**config.mk**
```make
export PLATFORM = sky130hd
export DESIGN_NAME = dmem_axil_bridge
export DESIGN_NICKNAME = d
export VERILOG_FILES = /design/src/rtl/dmem_axil_bridge.sv
export SDC_FILE = /design/constraint.sdc
export NUM_CORES = 1
export LEC_CHECK = 0
export BUFFER_PORTS_ARGS = -buffer_cell sky130_fd_sc_hd__buf_4
export CELL_PAD_IN_SITES_DETAIL_PLACEMENT = 0
export CELL_PAD_IN_SITES_GLOBAL_PLACEMENT = 1
export CORE_UTILIZATION = 30
export DETAILED_ROUTE_END_ITERATION = 8
export PLACE_DENSITY = 0.73
export SLEW_MARGIN = 40
export SYNTH_ARGS = -nofsm -noshare
export SYNTH_HDL_FRONTEND = slang
export SYNTH_SLANG_ARGS = --single-unit
```
**constraint.sdc**
```tcl
create_clock -name clk -period 10.1 [get_ports clk]
set_clock_uncertainty 0.1 [all_clocks]
set_input_delay 2.02 -clock clk [delete_from_list [all_inputs] [get_ports clk]]
set_output_delay 2.02 -clock clk [all_outputs]
set_load 0.005 [all_outputs]
```
**src/rtl/dmem_axil_bridge.sv**
```systemverilog
// ----------------------------------------------------------------------------
// dmem_axil_bridge
//
// AXI4-Lite slave that fronts a 1 KB word-organised data memory with a
// registered read port. Exactly one transaction is in flight at a time.
// Simultaneous write and read requests are arbitrated round-robin.
//
// Optional feature (compile-time macro DMEM_BRIDGE_ERR_EN):
//   When defined, any address whose bits [31:10] differ from BASE_ADDR[31:10]
//   returns SLVERR (2'b10). Writes are suppressed (mem_write stays low) and
//   reads return zero data. Handshake timing is identical either way.
//   When undefined, address bits [31:10] are ignored (the window aliases)
//   and every response is OKAY.
//
// Parameters:
//   BASE_ADDR   byte base of the 1 KB window; bits [9:0] ignored
//
// Ports:
//   clk, rst                 clock, asynchronous active-high reset
//   awaddr/awvalid/awready   write address channel
//   wdata/wstrb/wvalid/wready write data channel
//   bresp/bvalid/bready      write response channel
//   araddr/arvalid/arready   read address channel
//   rdata/rresp/rvalid/rready read data channel
//   mem_write                memory write strobe (one cycle per write)
//   byte_en                  byte lane enables for the memory write
//   write_addr               memory write word index
//   read_addr                memory read byte address
//   write_data               memory write data
//   read_data                memory read data, valid one cycle after read_addr
// ----------------------------------------------------------------------------
module dmem_axil_bridge #(
    parameter logic [31:0] BASE_ADDR = 32'h0000_0000
) (
    input  logic        clk,
    input  logic        rst,

    input  logic [31:0] awaddr,
    input  logic        awvalid,
    output logic        awready,
    input  logic [31:0] wdata,
    input  logic [3:0]  wstrb,
    input  logic        wvalid,
    output logic        wready,
    output logic [1:0]  bresp,
    output logic        bvalid,
    input  logic        bready,

    input  logic [31:0] araddr,
    input  logic        arvalid,
    output logic        arready,
    output logic [31:0] rdata,
    output logic [1:0]  rresp,
    output logic        rvalid,
    input  logic        rready,

    output logic        mem_write,
    output logic [3:0]  byte_en,
    output logic [11:0] write_addr,
    output logic [11:0] read_addr,
    output logic [31:0] write_data,
    input  logic [31:0] read_data
);

    typedef enum logic [2:0] {
        IDLE,
        WR_EXEC,
        WR_RESP,
        RD_WAIT,
        RD_RESP
    } state_t;

    typedef enum logic {
        GRANT_WR = 1'b0,
        GRANT_RD = 1'b1
    } grant_t;

    localparam logic [1:0] RESP_OKAY   = 2'b00;
    localparam logic [1:0] RESP_SLVERR = 2'b10;

    state_t state;
    grant_t last_grant;

    logic wr_req;
    logic rd_req;
    logic wr_grant;
    logic rd_grant;

    // Second cycle of RD_WAIT: memory output is valid and gets captured.
    logic rd_phase;

    // Range-check result latched at grant, consumed when the response forms.
    logic wr_err;
    logic rd_err;

    logic aw_out_of_range;
    logic ar_out_of_range;

`ifdef DMEM_BRIDGE_ERR_EN
    assign aw_out_of_range = (awaddr[31:10] != BASE_ADDR[31:10]);
    assign ar_out_of_range = (araddr[31:10] != BASE_ADDR[31:10]);
`else
    assign aw_out_of_range = 1'b0;
    assign ar_out_of_range = 1'b0;
`endif

    // Address bits that do not feed the datapath in every build.
    logic unused_bits;
    assign unused_bits = ^{awaddr[31:10], awaddr[1:0], araddr[31:12], BASE_ADDR};

    // Grant decision. Readies are combinational and asserted only in the
    // cycle the grant is taken; held low while reset is asserted.
    always_comb begin
        wr_req   = awvalid && wvalid;
        rd_req   = arvalid;
        wr_grant = 1'b0;
        rd_grant = 1'b0;
        if (!rst && state == IDLE) begin
            if (wr_req && (!rd_req || last_grant == GRANT_RD)) begin
                wr_grant = 1'b1;
            end else if (rd_req) begin
                rd_grant = 1'b1;
            end
        end
    end

    assign awready = wr_grant;
    assign wready  = wr_grant;
    assign arready = rd_grant;

    always_ff @(posedge clk or posedge rst) begin
        if (rst) begin
            state      <= IDLE;
            last_grant <= GRANT_RD;
            rd_phase   <= 1'b0;
            wr_err     <= 1'b0;
            rd_err     <= 1'b0;
            bvalid     <= 1'b0;
            bresp      <= RESP_OKAY;
            rvalid     <= 1'b0;
            rresp      <= RESP_OKAY;
            rdata      <= '0;
            mem_write  <= 1'b0;
            byte_en    <= '0;
            write_addr <= '0;
            read_addr  <= '0;
            write_data <= '0;
        end else begin
            case (state)
                IDLE: begin
                    if (wr_grant) begin
                        write_addr <= {4'b0000, awaddr[9:2]};
                        write_data <= wdata;
                        byte_en    <= wstrb;
                        wr_err     <= aw_out_of_range;
                        mem_write  <= !aw_out_of_range;
                        last_grant <= GRANT_WR;
                        state      <= WR_EXEC;
                    end else if (rd_grant) begin
                        read_addr  <= araddr[11:0];
                        rd_err     <= ar_out_of_range;
                        rd_phase   <= 1'b0;
                        last_grant <= GRANT_RD;
                        state      <= RD_WAIT;
                    end
                end

                WR_EXEC: begin
                    mem_write <= 1'b0;
                    bvalid    <= 1'b1;
                    bresp     <= wr_err ? RESP_SLVERR : RESP_OKAY;
                    state     <= WR_RESP;
                end

                WR_RESP: begin
                    if (bready) begin
                        bvalid <= 1'b0;
                        state  <= IDLE;
                    end
                end

                // Covers the memory's registered read latency: read_addr is
                // presented in the first cycle, read_data is sampled in the
                // second, so rvalid rises two cycles after the AR handshake.
                RD_WAIT: begin
                    if (!rd_phase) begin
                        rd_phase <= 1'b1;
                    end else begin
                        rd_phase <= 1'b0;
                        rdata    <= rd_err ? '0 : read_data;
                        rresp    <= rd_err ? RESP_SLVERR : RESP_OKAY;
                        rvalid   <= 1'b1;
                        state    <= RD_RESP;
                    end
                end

                RD_RESP: begin
                    if (rready) begin
                        rvalid <= 1'b0;
                        state  <= IDLE;
                    end
                end

                default: begin
                    state <= IDLE;
                end
            endcase
        end
    end

endmodule
```
==> metrics.md <==
| Metric | Value |
|---|---|
| TritonCTS buffer count | `9` |
| Clock transition at path regs | `about 0.060 ns` |
| Worst hold path class | `reg -> reg` |
| Number of library cell types mapped by synthesis | `28` |
| Primary flip-flop cell chosen by synthesis mapping | `dfrtp_1` |
| Tot Pwr | `around 1.6 mW` |
| Number of global-route vias before repair | `2703` |
| Number of top-level design ports | `roughly 240` |
| Row count | `40` |
| GP Congestion | `between 0.6 and 0.7` |
| Worst relative slew slack | `55.7%` |
| Number of resized instances in the post-cts repair step | `0` |
| Switching share of power | `27.0%` |
| Power per cell area | `283 nW/um^2` |
| Net switching power | `424 uW` |
| Number of pins with negative max-slew slack in the final report | `0` |
| Share of final-layout standard cells stronger than drive strength 1 | `62.3%` |
| Overall via count from detail_route | `2583` |
| Worst endpoint required time | `7.98 ns` |
| Capturing element type of the critical path | `primary output` |
| Worst vdd ir | `108 uV` |
| Max_cap viols | `0` |
| Via/cell ratio | `4.32` |
| Initial Utilization | `a little under a third` |
| Proportion of synthesized chip area in sequential cells | `a little under two thirds` |
| Multi-input gate area | `1220 sq um` |
| Number of enable flip-flop cells after synthesis | `0` |
| First DRT Iteration DRCs | `53` |
| Latest clock arrival within the worst-skew pair | `0.34 ns` |
| Classification of the worst setup path | `in -> out` |
| Setup repair after global routing missed its margin | `false` |
| Proportion of power drawn by flip-flops and latches | `43.3%` |
| Diode count | `0` |
| Worst path cell trace | `buf_4, nor4_4, o211a_2, buf_4, buf_4` |
| Critical path fanouts, max | `48` |
| Final wirelength | `8230 microns` |
| Number of remaining DRC errors | `0` |
| Gate count after technology mapping | `235` |
| Worst-path cell with the longest stage delay | `buf_4` |
| Total negative slack for setup checks | `0 ns` |
| Height of the chip | `114 microns` |
| Wire length of the first global-routing pass | `13000 microns` |
| Run status | `finished clean` |
| Most prevalent standard cell on the critical path | `buf_4` |
| Number of hold-repair buffers added at the cts stage | `0` |
| Mean cell area of the mapped netlist | `16.0 sq um` |
| Number of sinks driven by the clock tree | `96` |
| Floorplan Core Area | `12100 sq um` |
| Synthesis-stage register bit count | `96` |
| Die Width | `114 microns` |
| Async S/R FF share, synth | `100%` |
| Relative contribution of the clock network to total power | `around a fifth` |
| Warnings from Yosys | `0` |
| Cell family with the largest share of critical-path delay | `buffers and inverters` |
| ANT nets after route | `0` |
| Post-Syn Area | `approximately 3800 sq um` |
| Pin count of the biggest net entering global routing | `54` |
| Final min period | `5.47 ns` |
| Highest Clock Rate | `183 MHz` |
| Part of the power in combinational logic | `36.2%` |
| Number of I/O port buffers | `188` |
| Final global-route overflow total | `0` |
| Number of setup violations in the final report | `0` |
| Leak pwr | `between 2 and 3 nW` |
| Count of buffer and inverter cells on the critical path | `3` |
| Slew @ Worst Pin | `0.664 ns` |
| Growth of design area from synthesis to finish | `48.0%` |
| Critical Path Start Type | `input pin` |
| Final routed wire length divided by cell count | `approximately 14 microns` |
| Clock tree from TritonCTS | `done` |
| Total track usage | `13.0%` |
| Number of hold violations in the final report | `0` |
| Max Root-Sink Buffers | `2` |
| Root Driver | `clkbuf_16` |
| Number of setup buffers added after CTS | `0` |
| Crit path arrival time | `3.35 ns` |
| Post-layout nets | `564` |
| Sequential cell area | `about 2400 sq um` |
| Antenna violations before repair | `0` |
| Sum of net half-perimeters after detailed placement | `6200 microns` |
| Deepest level of the CTS H-tree | `3` |
| Fillcell total | `1151` |
| Delay of the slowest critical-path stage | `0.49 ns` |
| Drt first pass iters | `4` |
| Tcrit/Tclk final | `a little over half` |
| Die Outline Area | `13000 sq um` |
| Design internal power | `about 1.1 mW` |
## logic make-up (layout without fill, tap and decap cells)
family | count (synthesis) | in the layout | share of synthesized area, %
AOI/OAI and AO/OA | 13 | 13 | 2.49
xor gates and xnor gates | 1 | 1 | 0.233
DFF | 96 | 96 | 63.9
muxes | 88 | 88 | 26.3
buffers and inverters | 23 | 211 | 4.46
other | 1 | 8 | 0.0997
and+or+nand+nor | 13 | 13 | 2.49
## placed cells by master, fill, tap and decap left out, types with 2 or more instances in the layout
cell type	count
and2_1	2
nand3b_1	2
a21boi_0	2
clkbuf_16	9
inv_1	3
dfrtp_1	95
o21ai_0	2
clkbuf_1	2
nand3_1	2
a21oi_1	3
conb_1	8
nor2_1	3
buf_4	191
mux2_2	58
mux2_1	30
clkbuf_8	3
## sequential cells by signal, summed over array words and instances (netlist names)
signal      flops
rdata          32
write_data     32
read_addr      12
write_addr      8
byte_en         4
state           3
bvalid          1
last_grant      1
mem_write       1
rd_phase        1
rvalid          1
## path summary, 6_finish.rpt
check | from | endpoint | slack, ns | depth (start not counted)
min | write_data[12] | write_data[12] | 0.39 | 1
max reg2reg | state[0] | byte_en[2] | 7.80 | 4
min in group asynchronous | rst | read_addr[9] | 1.66 | 2
max in group asynchronous | rst | rdata[12] | 7.16 | 3
min reg2reg | write_data[12] | write_data[12] | 0.39 | 1
max | rst | wready | 4.63 | 5
## power groups by stage
stage          combinational, mW  sequential, mW  clock (mW)
2_1_floorplan              0.220           0.690           0
3_3_place_gp               0.571           0.679           0
3_5_place_dp               0.582           0.692           0
4_1_cts                    0.583           0.685       0.336
5_1_grt                    0.624           0.708       0.352
6_report                   0.570           0.681       0.322
## final cells by class
cell class	count	share of cell area, %
clock inverters	2	0.225
inverters	4	0.315
flip-flops and latches	96	43.2
well taps	168	3.77
clock buffers	14	4.92
repair buffers	191	25.7
multi-input cells	123	21.9
## through the flow
stage               cell area (sq um)  setup WS (ns)  std cells  utilization [%]  hold WS [ns]
finish                           5570           4.63        598             46.0         0.387
global route                     5570           4.51        598             46.0         0.402
CTS                              5570           4.60        598             46.0         0.393
detailed placement               5280           4.60        582             43.6         0.378
global placement                 5280           4.64        582             43.6         0.370
floorplan                        3790           5.26        242                -         0.383
## worst register-to-register path: stages, from the launching register on
cell,delay [ns]
dfrtp_1,0.49
nor4_4,0.41
o211a_2,0.24
buf_4,0.49
mux2_2,0.45
## per-layer routing
layer	wire length (microns)	track usage (%)	vias up
li1	-	-	1188
met1	3230	14.3	1259
met2	4070	21.9	119
met3	740	5.21	17
met4	191	6.49	0
met5	0	0	-
## synth_stat cells, types with 3 or more instances
master	number	share of area (%)
a21oi_1	3	0.40
buf_2	5	0.67
buf_4	10	2.0
dfrtp_1	95	63
inv_1	4	0.40
mux2_1	30	9.0
mux2_2	58	17
nor2_1	3	0.30
Note: power is estimated with default switching activity, not from simulation.
